**src/rtl/serial_frame_transmitter.sv**
```systemverilog
// serial_frame_transmitter
// Builds one frame per request (SYNC pattern, CNT_W-bit length N, N payload bits)
// and shifts it out on serOut, one bit per clkEn period. All outputs registered.
module serial_frame_transmitter #(
    parameter int                  SYNC_LEN     = 4,
    parameter logic [SYNC_LEN-1:0] SYNC_PATTERN = 4'b1101,
    parameter int                  CNT_W        = 4,
    parameter int                  DATA_W       = 16
) (
    input  logic              clk,
    input  logic              rst,
    input  logic              clkEn,
    input  logic              start,
    input  logic [CNT_W-1:0]  countIn,
    input  logic [DATA_W-1:0] dataIn,
    output logic              serOut,
    output logic              busy,
    output logic              done
);

    localparam int MAXB  = (SYNC_LEN > DATA_W) ? SYNC_LEN : DATA_W;
    localparam int IDX_W = $clog2(MAXB + 1);

    typedef enum logic [1:0] {
        S_IDLE,
        S_SYNC,
        S_LEN,
        S_DATA
    } state_t;

    state_t              r_state;
    logic [IDX_W-1:0]    r_idx;
    logic [SYNC_LEN-1:0] r_syncSh;
    logic [CNT_W-1:0]    r_count;
    logic [CNT_W-1:0]    r_lenSh;
    logic [DATA_W-1:0]   r_dataSh;
    logic                r_serOut;
    logic                r_busy;
    logic                r_done;

    // Frame sequencer: each shift register holds the bits still to be sent after
    // the one currently on serOut, so every transition loads the next bit directly.
    always_ff @(posedge clk or posedge rst) begin
        if (rst) begin
            r_state  <= S_IDLE;
            r_idx    <= '0;
            r_syncSh <= '0;
            r_count  <= '0;
            r_lenSh  <= '0;
            r_dataSh <= '0;
            r_serOut <= 1'b0;
            r_busy   <= 1'b0;
            r_done   <= 1'b0;
        end else begin
            r_done <= 1'b0;
            case (r_state)
                S_IDLE: begin
                    if (start) begin
                        r_count  <= countIn;
                        r_dataSh <= dataIn;
                        r_syncSh <= SYNC_PATTERN << 1;
                        r_serOut <= SYNC_PATTERN[SYNC_LEN-1];
                        r_busy   <= 1'b1;
                        r_idx    <= '0;
                        r_state  <= S_SYNC;
                    end
                end
                S_SYNC: begin
                    if (clkEn) begin
                        if (r_idx == IDX_W'(SYNC_LEN - 1)) begin
                            r_state  <= S_LEN;
                            r_idx    <= '0;
                            r_serOut <= r_count[CNT_W-1];
                            r_lenSh  <= r_count << 1;
                        end else begin
                            r_idx    <= r_idx + IDX_W'(1);
                            r_serOut <= r_syncSh[SYNC_LEN-1];
                            r_syncSh <= r_syncSh << 1;
                        end
                    end
                end
                S_LEN: begin
                    if (clkEn) begin
                        if (r_idx == IDX_W'(CNT_W - 1)) begin
                            r_idx <= '0;
                            if (r_count == '0) begin
                                r_serOut <= 1'b0;
                                r_busy   <= 1'b0;
                                r_done   <= 1'b1;
                                r_state  <= S_IDLE;
                            end else begin
                                r_state  <= S_DATA;
                                r_serOut <= r_dataSh[0];
                                r_dataSh <= r_dataSh >> 1;
                            end
                        end else begin
                            r_idx    <= r_idx + IDX_W'(1);
                            r_serOut <= r_lenSh[CNT_W-1];
                            r_lenSh  <= r_lenSh << 1;
                        end
                    end
                end
                S_DATA: begin
                    if (clkEn) begin
                        if (r_idx == IDX_W'(r_count - 1'b1)) begin
                            r_idx    <= '0;
                            r_serOut <= 1'b0;
                            r_busy   <= 1'b0;
                            r_done   <= 1'b1;
                            r_state  <= S_IDLE;
                        end else begin
                            r_idx    <= r_idx + IDX_W'(1);
                            r_serOut <= r_dataSh[0];
                            r_dataSh <= r_dataSh >> 1;
                        end
                    end
                end
                default: r_state <= S_IDLE;
            endcase
        end
    end

    assign serOut = r_serOut;
    assign busy   = r_busy;
    assign done   = r_done;

endmodule

```
**config.mk**
```make
export PLATFORM = sky130hd
export DESIGN_NAME = serial_frame_transmitter
export DESIGN_NICKNAME = d
export VERILOG_FILES = /design/src/rtl/serial_frame_transmitter.sv
export SDC_FILE = /design/constraint.sdc
export NUM_CORES = 1
export LEC_CHECK = 0
export ABC_CLOCK_PERIOD_IN_PS = 4600
export BUFFER_PORTS_ARGS = -buffer_cell sky130_fd_sc_hd__clkbuf_2
export CAP_MARGIN = 20
export CORE_MARGIN = 2
export CORE_UTILIZATION = 35
export DETAILED_ROUTE_END_ITERATION = 10
export PLACE_DENSITY = 0.61
export SLEW_MARGIN = 20
export SYNTH_ARGS = -nofsm -noshare
export SYNTH_HDL_FRONTEND = slang
export SYNTH_SLANG_ARGS = --single-unit
```
**constraint.sdc**
```tcl
create_clock -name clk -period 4.6 [get_ports clk]
set_input_delay 0.23 -clock clk [delete_from_list [all_inputs] [get_ports clk]]
set_output_delay 0.23 -clock clk [all_outputs]
set_load 0.005 [all_outputs]
```
Word-level counts from Yosys, hierarchy flattened
Index checks and enable logic that the tools add are counted.
{ "word_totals": {"out_inout_bits": 3, "word_cells": 95, "input_bits": 24, "reg_bits": 38} }
{ "classes": {"n_reduce_logical": 14, "eq_ne": 18, "mux": 52, "addsub": 2} }
{ "ops": {"columns": ["operator", "count"], "rows": [
  ["two-way mux 16 bit", 6],
  ["case mux 16 bit (3 select lines)", 1],
  ["two-way mux 4 bit", 7],
  ["two-way mux 5 bit", 5],
  ["!= test 2 bit (second input constant)", 12],
  ["AND reduction 7 bit", 3],
  ["two-way mux 1 bit", 18],
  ["two-way mux 2 bit", 8],
  ["case mux 4 bit (2 select lines)", 2],
  ["case mux 5 bit (3 select lines)", 1],
  ["case mux 2 bit (4 select lines)", 1],
  ["AND reduction 4 bit", 2],
  ["adder 5 x 1 -> 5 bit (second input constant)", 1],
  ["== test 5 x 2 -> 1 bit (second input constant)", 1],
  ["== test 5 bit", 1],
  ["AND reduction 5 bit", 1],
  ["subtractor 4 x 1 -> 5 bit (second input constant)", 1],
  ["== test 2 bit (second input constant)", 2],
  ["logical NOT 4 bit", 1],
  ["case mux 1 bit (4 select lines)", 1],
  ["nonzero test 2 bit", 2],
  ["case mux 1 bit (3 select lines)", 1],
  ["AND reduction 3 bit", 1],
  ["nonzero test 3 bit", 1],
  ["6 further kinds", 6]
]} }

Depth between registers and ports, before layout
{ "logic_depth": {"depth_word": 5, "depth_mapped": 8, "depth_no_buf": 7} }

Worst setup path after synthesis
No wires, ideal clock.
{ "synth_path": {"path_type": "reg-to-reg", "from": "register r_state[0]", "to": "register r_dataSh[0]", "required_time_ns": 4.475, "setup_slack_ns": 2.336, "setup_time_ns": 0.125, "path_buffers": 1, "arrival_ns": 2.139, "period_less_slack_ns": 2.264, "stages_incl_launch_ff": 7, "cell_sequence": "dfrtp_1 -> inv_1 -> ha_1 -> nor2_1 -> clkbuf_1 -> mux2_2 -> mux2_4"} }
{ "synth_via": {"elab_chain_len": 3, "word_cells_on_any_way": 12, "cone_classes": "8 x eq/ne; 1 x mux; 3 x reduce/logical"} }
{ "synth_rtl": {"columns": ["item", "line_no", "source"], "rows": [
  ["start, declared", "31", "state_t r_state;"],
  ["start signal, assigned", "45", "r_state <= S_IDLE;"],
  ["start signal, assigned", "65", "r_state <= S_SYNC;"],
  ["start signal, assigned", "71", "r_state <= S_LEN;"],
  ["== test 2 bit or logical NOT 2 bit (tied branches)", "56", "case (r_state)"],
  ["!= test 2 bit (no source line) or nonzero test 3 bit (tied branches)", null, null],
  ["AND reduction 7 bit (no source line)", null, null],
  ["end signal, assigned", "60", "r_dataSh <= dataIn;"],
  ["end signal, assigned", "94", "r_dataSh <= r_dataSh >> 1;"],
  ["end signal, assigned", "114", "r_dataSh <= r_dataSh >> 1;"],
  ["end, declared", "36", "logic [DATA_W-1:0] r_dataSh;"]
]} }
Several ways; a longest one is shown, not always the timed one.
A chain may end at the register's enable or synchronous reset.

Worst setup path after layout
{ "layout_path": {"from": "register r_count[0]", "to": "register r_dataSh[14]"} }
{ "layout_via": {"elab_chain_len": 4, "word_cells_on_any_way": 6, "cone_classes": "1 x add/sub; 3 x eq/ne; 2 x reduce/logical"} }
{ "layout_rtl": {"columns": ["item", "line_no", "source"], "rows": [
  ["start, declared", "34", "logic [CNT_W-1:0] r_count;"],
  ["start signal, assigned", "59", "r_count <= countIn;"],
  ["subtractor 4 x 1 -> 5 bit", "105", "if (r_idx == IDX_W'(r_count - 1'b1)) begin"],
  ["== test 5 bit", "105", null],
  ["!= test 2 bit (no source line)", null, null],
  ["AND reduction 7 bit (no source line) *", null, null]
]} }
Every way passes the cells marked *; elsewhere a longest branch is shown, timed or not.

==> impl_results.md <==
* Count of mapped cells out of synthesis at 190
* Yosys warning total at 0
* Routed len/inst at 14.02 um
* Drc violations at 0
* Y dimension of the die at 81.91 um
* Total CTS buffers at 5
* Async S/R FF share, synth at 1.000
* Adder-cell share of the synthesized area at 0.04122
* Crit Path Max Fanout at 16
* Combinational family with the most area after synthesis: multiplexers
* Worst hold path class: in2async
* Filler cell count at 607
* Clock share of power at 0.123
* WS Path Type: reg2reg
* Worst-margin pin slew at 680.8 ps
* Maxcap violations at 0
* Number of failing setup endpoints in the final timing report at 0
* Final Wtd Congestion at 0.8011
* Reg2Reg Capture Point: r_dataSh[14]$_DFFE_PP0P_
* Sw Share at 0.3942
* Area enclosed by the die boundary at 0.006709 mm2
* CP arrival at 2790 ps
* DRT Pass-1 Iters at 4
* Min Clock Period, post-route at 2618 ps
* GR Overflow Total at 0
* Leading register cell type out of synthesis: dfrtp_1
* Number of global-route vias before repair at 1498
* Critical path data required time at 4770 ps
* CTS Root Buffer Type: clkbuf_8
* Slew headroom at 0.5440
* Post-CTS resize count at 0
* Part of the total power dissipated in combinational logic at 0.569
* # port buffers at 26
* Layout Cells excl Fill at 294
* Unrepaired setup endpoints after global routing: false
* Skew-Pair Late Insertion Delay at 280 ps
* Post-synthesis compound-gate area fraction at 0.1455
* Total standard cell area after synthesis at 0.002125 mm2
* Core region area at 0.005886 mm2
* Number of vias after detailed routing at 1529
* CP Launch Type: flip-flop
* Die X-Extent at 81.91 um
* Power spent charging and discharging nets at 738.7 uW
* Max-slew violation count at 0
* Count of inserted antenna diode cells at 0
* Detailed-route vias per instance at 5.201
* Setup slack on the worst flop-to-flop path at 1980 ps
* Clk slew on worst S/H paths at 70 ps
* Final period utilization at 0.5691
* Site Rows at 28
* Number of placed instances with taps included at 286
* Dpl hpwl at 3021 um
* Proportion of power drawn by flip-flops and latches at 0.308
* Wire length of the first global-routing pass at 6872 um
* Mapped Nets at 221
* Post-route core utilization at 0.4092
* Origin of the critical flop-to-flop path: r_count[0]$_DFFE_PP0P_
* Hold Vio Cnt, Final at 0
* Worst supply voltage drop on vdd at 0.0002858 V
* Largest net degree at the start of global routing at 37
* Maximum buffer depth of the clock tree at 2
* Parity-gate share of the synthesized area counting xor and xnor cells at 0.02061
* Post-synthesis share of cell area spent on and, or, nand and nor gates at 0.1078
* Worst-case reg-to-reg path depth at 7
* DRT Wirelength at 4122 um
* Proportion of synthesized area in mux cells at 0.2150
* Antenna violation net count after detailed routing at 0
* Outcome: complete, no violations
* Standby leakage power at 0.001080 uW
* Share of post-route cells with drive strength above 1 at 0.3425
* GRT Util Overall at 0.1339
* Number of synthesized flops with an enable pin at 0
* Synth Register Bits at 36
* Count of unique library cells instantiated by Yosys at 41
* Largest cells by area after synthesis: dfrtp_1 (42%), mux2_2 (13%), mux2_4 (6.4%), ha_1 (4.1%), inv_1 (2.3%)
* Total number of nets in the final design at 249
* Hold buffers post-CTS at 0
* Power density cells at 778.1 mW/mm2
* Cell Int Power at 1135 uW
* Effective utilization at floorplan at 0.3610
* Clock tree sinks at 36
* Syn-to-layout area delta at 13.37%
* Portion of synthesized cell area occupied by the leading cell type at 0.4240
* Total Negative Setup Slacks at 0 ps
* Ports placed on the boundary at 27
* Largest area contributor in the synthesized netlist: dfrtp_1
* TritonCTS clock tree: built
* Timing-limited maximum frequency at 382.0 MHz
* CTS H-Tree Depth at 2
* Sequential element share of the synthesized area at 0.4240
* Mean Syn Cell Area at 11.18 um2
* Final worst clock skew at 4.204 ps
* Number of post-CTS setup repair buffers at 0
* Number of antenna violations at the first check in global routing at 0
* Starting DRT DRC Count at 61
* Nature of the critical path endpoint: flip-flop
[stage by stage]
stage	area [um2]	power (uW)	worst slack [ps]	hold slack, ps
final	2409	1874	1982	24.04
after global routing	2409	2032	1794	92.36
after CTS	2409	1889	1978	38.20
after detailed placement	2315	1650	1990	348.0
after global placement	2315	1623	2044	345.2
after floorplan	2125	1467	2336	380.5
[worst max-delay path by stage]
stage                                      start                  endpoint  slack [ps]  cells after the start
after CTS                 r_count[0]$_DFFE_PP0P_  r_dataSh[10]$_DFFE_PP0P_        1980                      7
after detailed placement  r_count[0]$_DFFE_PP0P_  r_dataSh[10]$_DFFE_PP0P_        1990                      7
after global routing      r_count[0]$_DFFE_PP0P_   r_dataSh[9]$_DFFE_PP0P_        1790                      7
after global placement    r_count[0]$_DFFE_PP0P_  r_dataSh[10]$_DFFE_PP0P_        2040                      7
final                     r_count[0]$_DFFE_PP0P_  r_dataSh[14]$_DFFE_PP0P_        1980                      7
after floorplan           r_state[0]$_DFFE_PP0P_   r_dataSh[0]$_DFFE_PP0P_        2340                      6
[flip-flops by register name (all words and copies together), names as in the netlist]
register / flops
r_idx: 5
serOut: 1
r_count: 4
done: 1
r_syncSh: 3
r_lenSh: 3
busy: 1
r_state: 2
r_dataSh: 16
[kinds of logic (layout without fill, tap and decap cells)]
kind of cell,Yosys count,after routing
adders and majority gates,7,7
muxes,38,38
xor gates and xnor gates,5,5
DFF,36,36
AOI/OAI and AO/OA,40,40
buffers and inverters,20,49
and+or+nand+nor,44,44
[area by class of cell]
class,instances,area [um2],area share
multi-input combinational,134,1126,0.4675
timing repair buffer,28,145.1,0.06026
clock buffer,7,86.33,0.03584
inverter,13,48.80,0.02026
tap,75,93.84,0.03896
clock inverter,1,7.507,0.003117
sequential,36,900.9,0.3740
[synthesized netlist by cell type, types with 3 or more instances]
master and count:
ha_1 7, nor3_1 4, nand2b_1 3, a21oi_1 4, inv_1 13, nand3_1 4
a32o_1 3, a31oi_1 6, dfrtp_1 36, a211oi_1 3, buf_6 3, mux2_2 25
o21ai_0 8, clkbuf_1 4, nand2_1 11, mux2_4 9, xnor2_1 3, mux2i_1 4
nor2_1 11
[metal layers]
| metal | GRT usage | vias to the layer above | share of wire |
|---|---|---|---|
| li1 | - | 740 | - |
| met1 | 0.1802 | 743 | 0.47 |
| met2 | 0.2041 | 37 | 0.46 |
| met3 | 0.03516 | 9 | 0.050 |
| met4 | 0.05500 | 0 | 0.017 |
| met5 | 0 | - | 0 |
[power groups by stage]
stage	registers [uW]	clock network (uW)	logic, uW
floorplan	546	0	921
global placement	578	0	1040
detailed placement	584	0	1070
CTS	579	240	1070
global route	599	252	1180
finish	577	231	1070
[placed cells by master (no fill, tap or decap), drive strengths merged, types with 6 or more instances in the layout]
cell / instances
dfrtp: 36
mux2: 34
clkbuf: 33
inv: 13
nor2: 11
nand2: 11
o21ai: 10
ha: 7
a31oi: 6
[worst max-delay path: stages (launching register included)]
cell	delay, ps
dfrtp_1	410
inv_1	90
ha_1	190
nor3b_2	380
a32o_1	290
o211ai_4	150
o211ai_4	590
mux2_2	400
No activity file was read; power rests on OpenSTA's default activity.
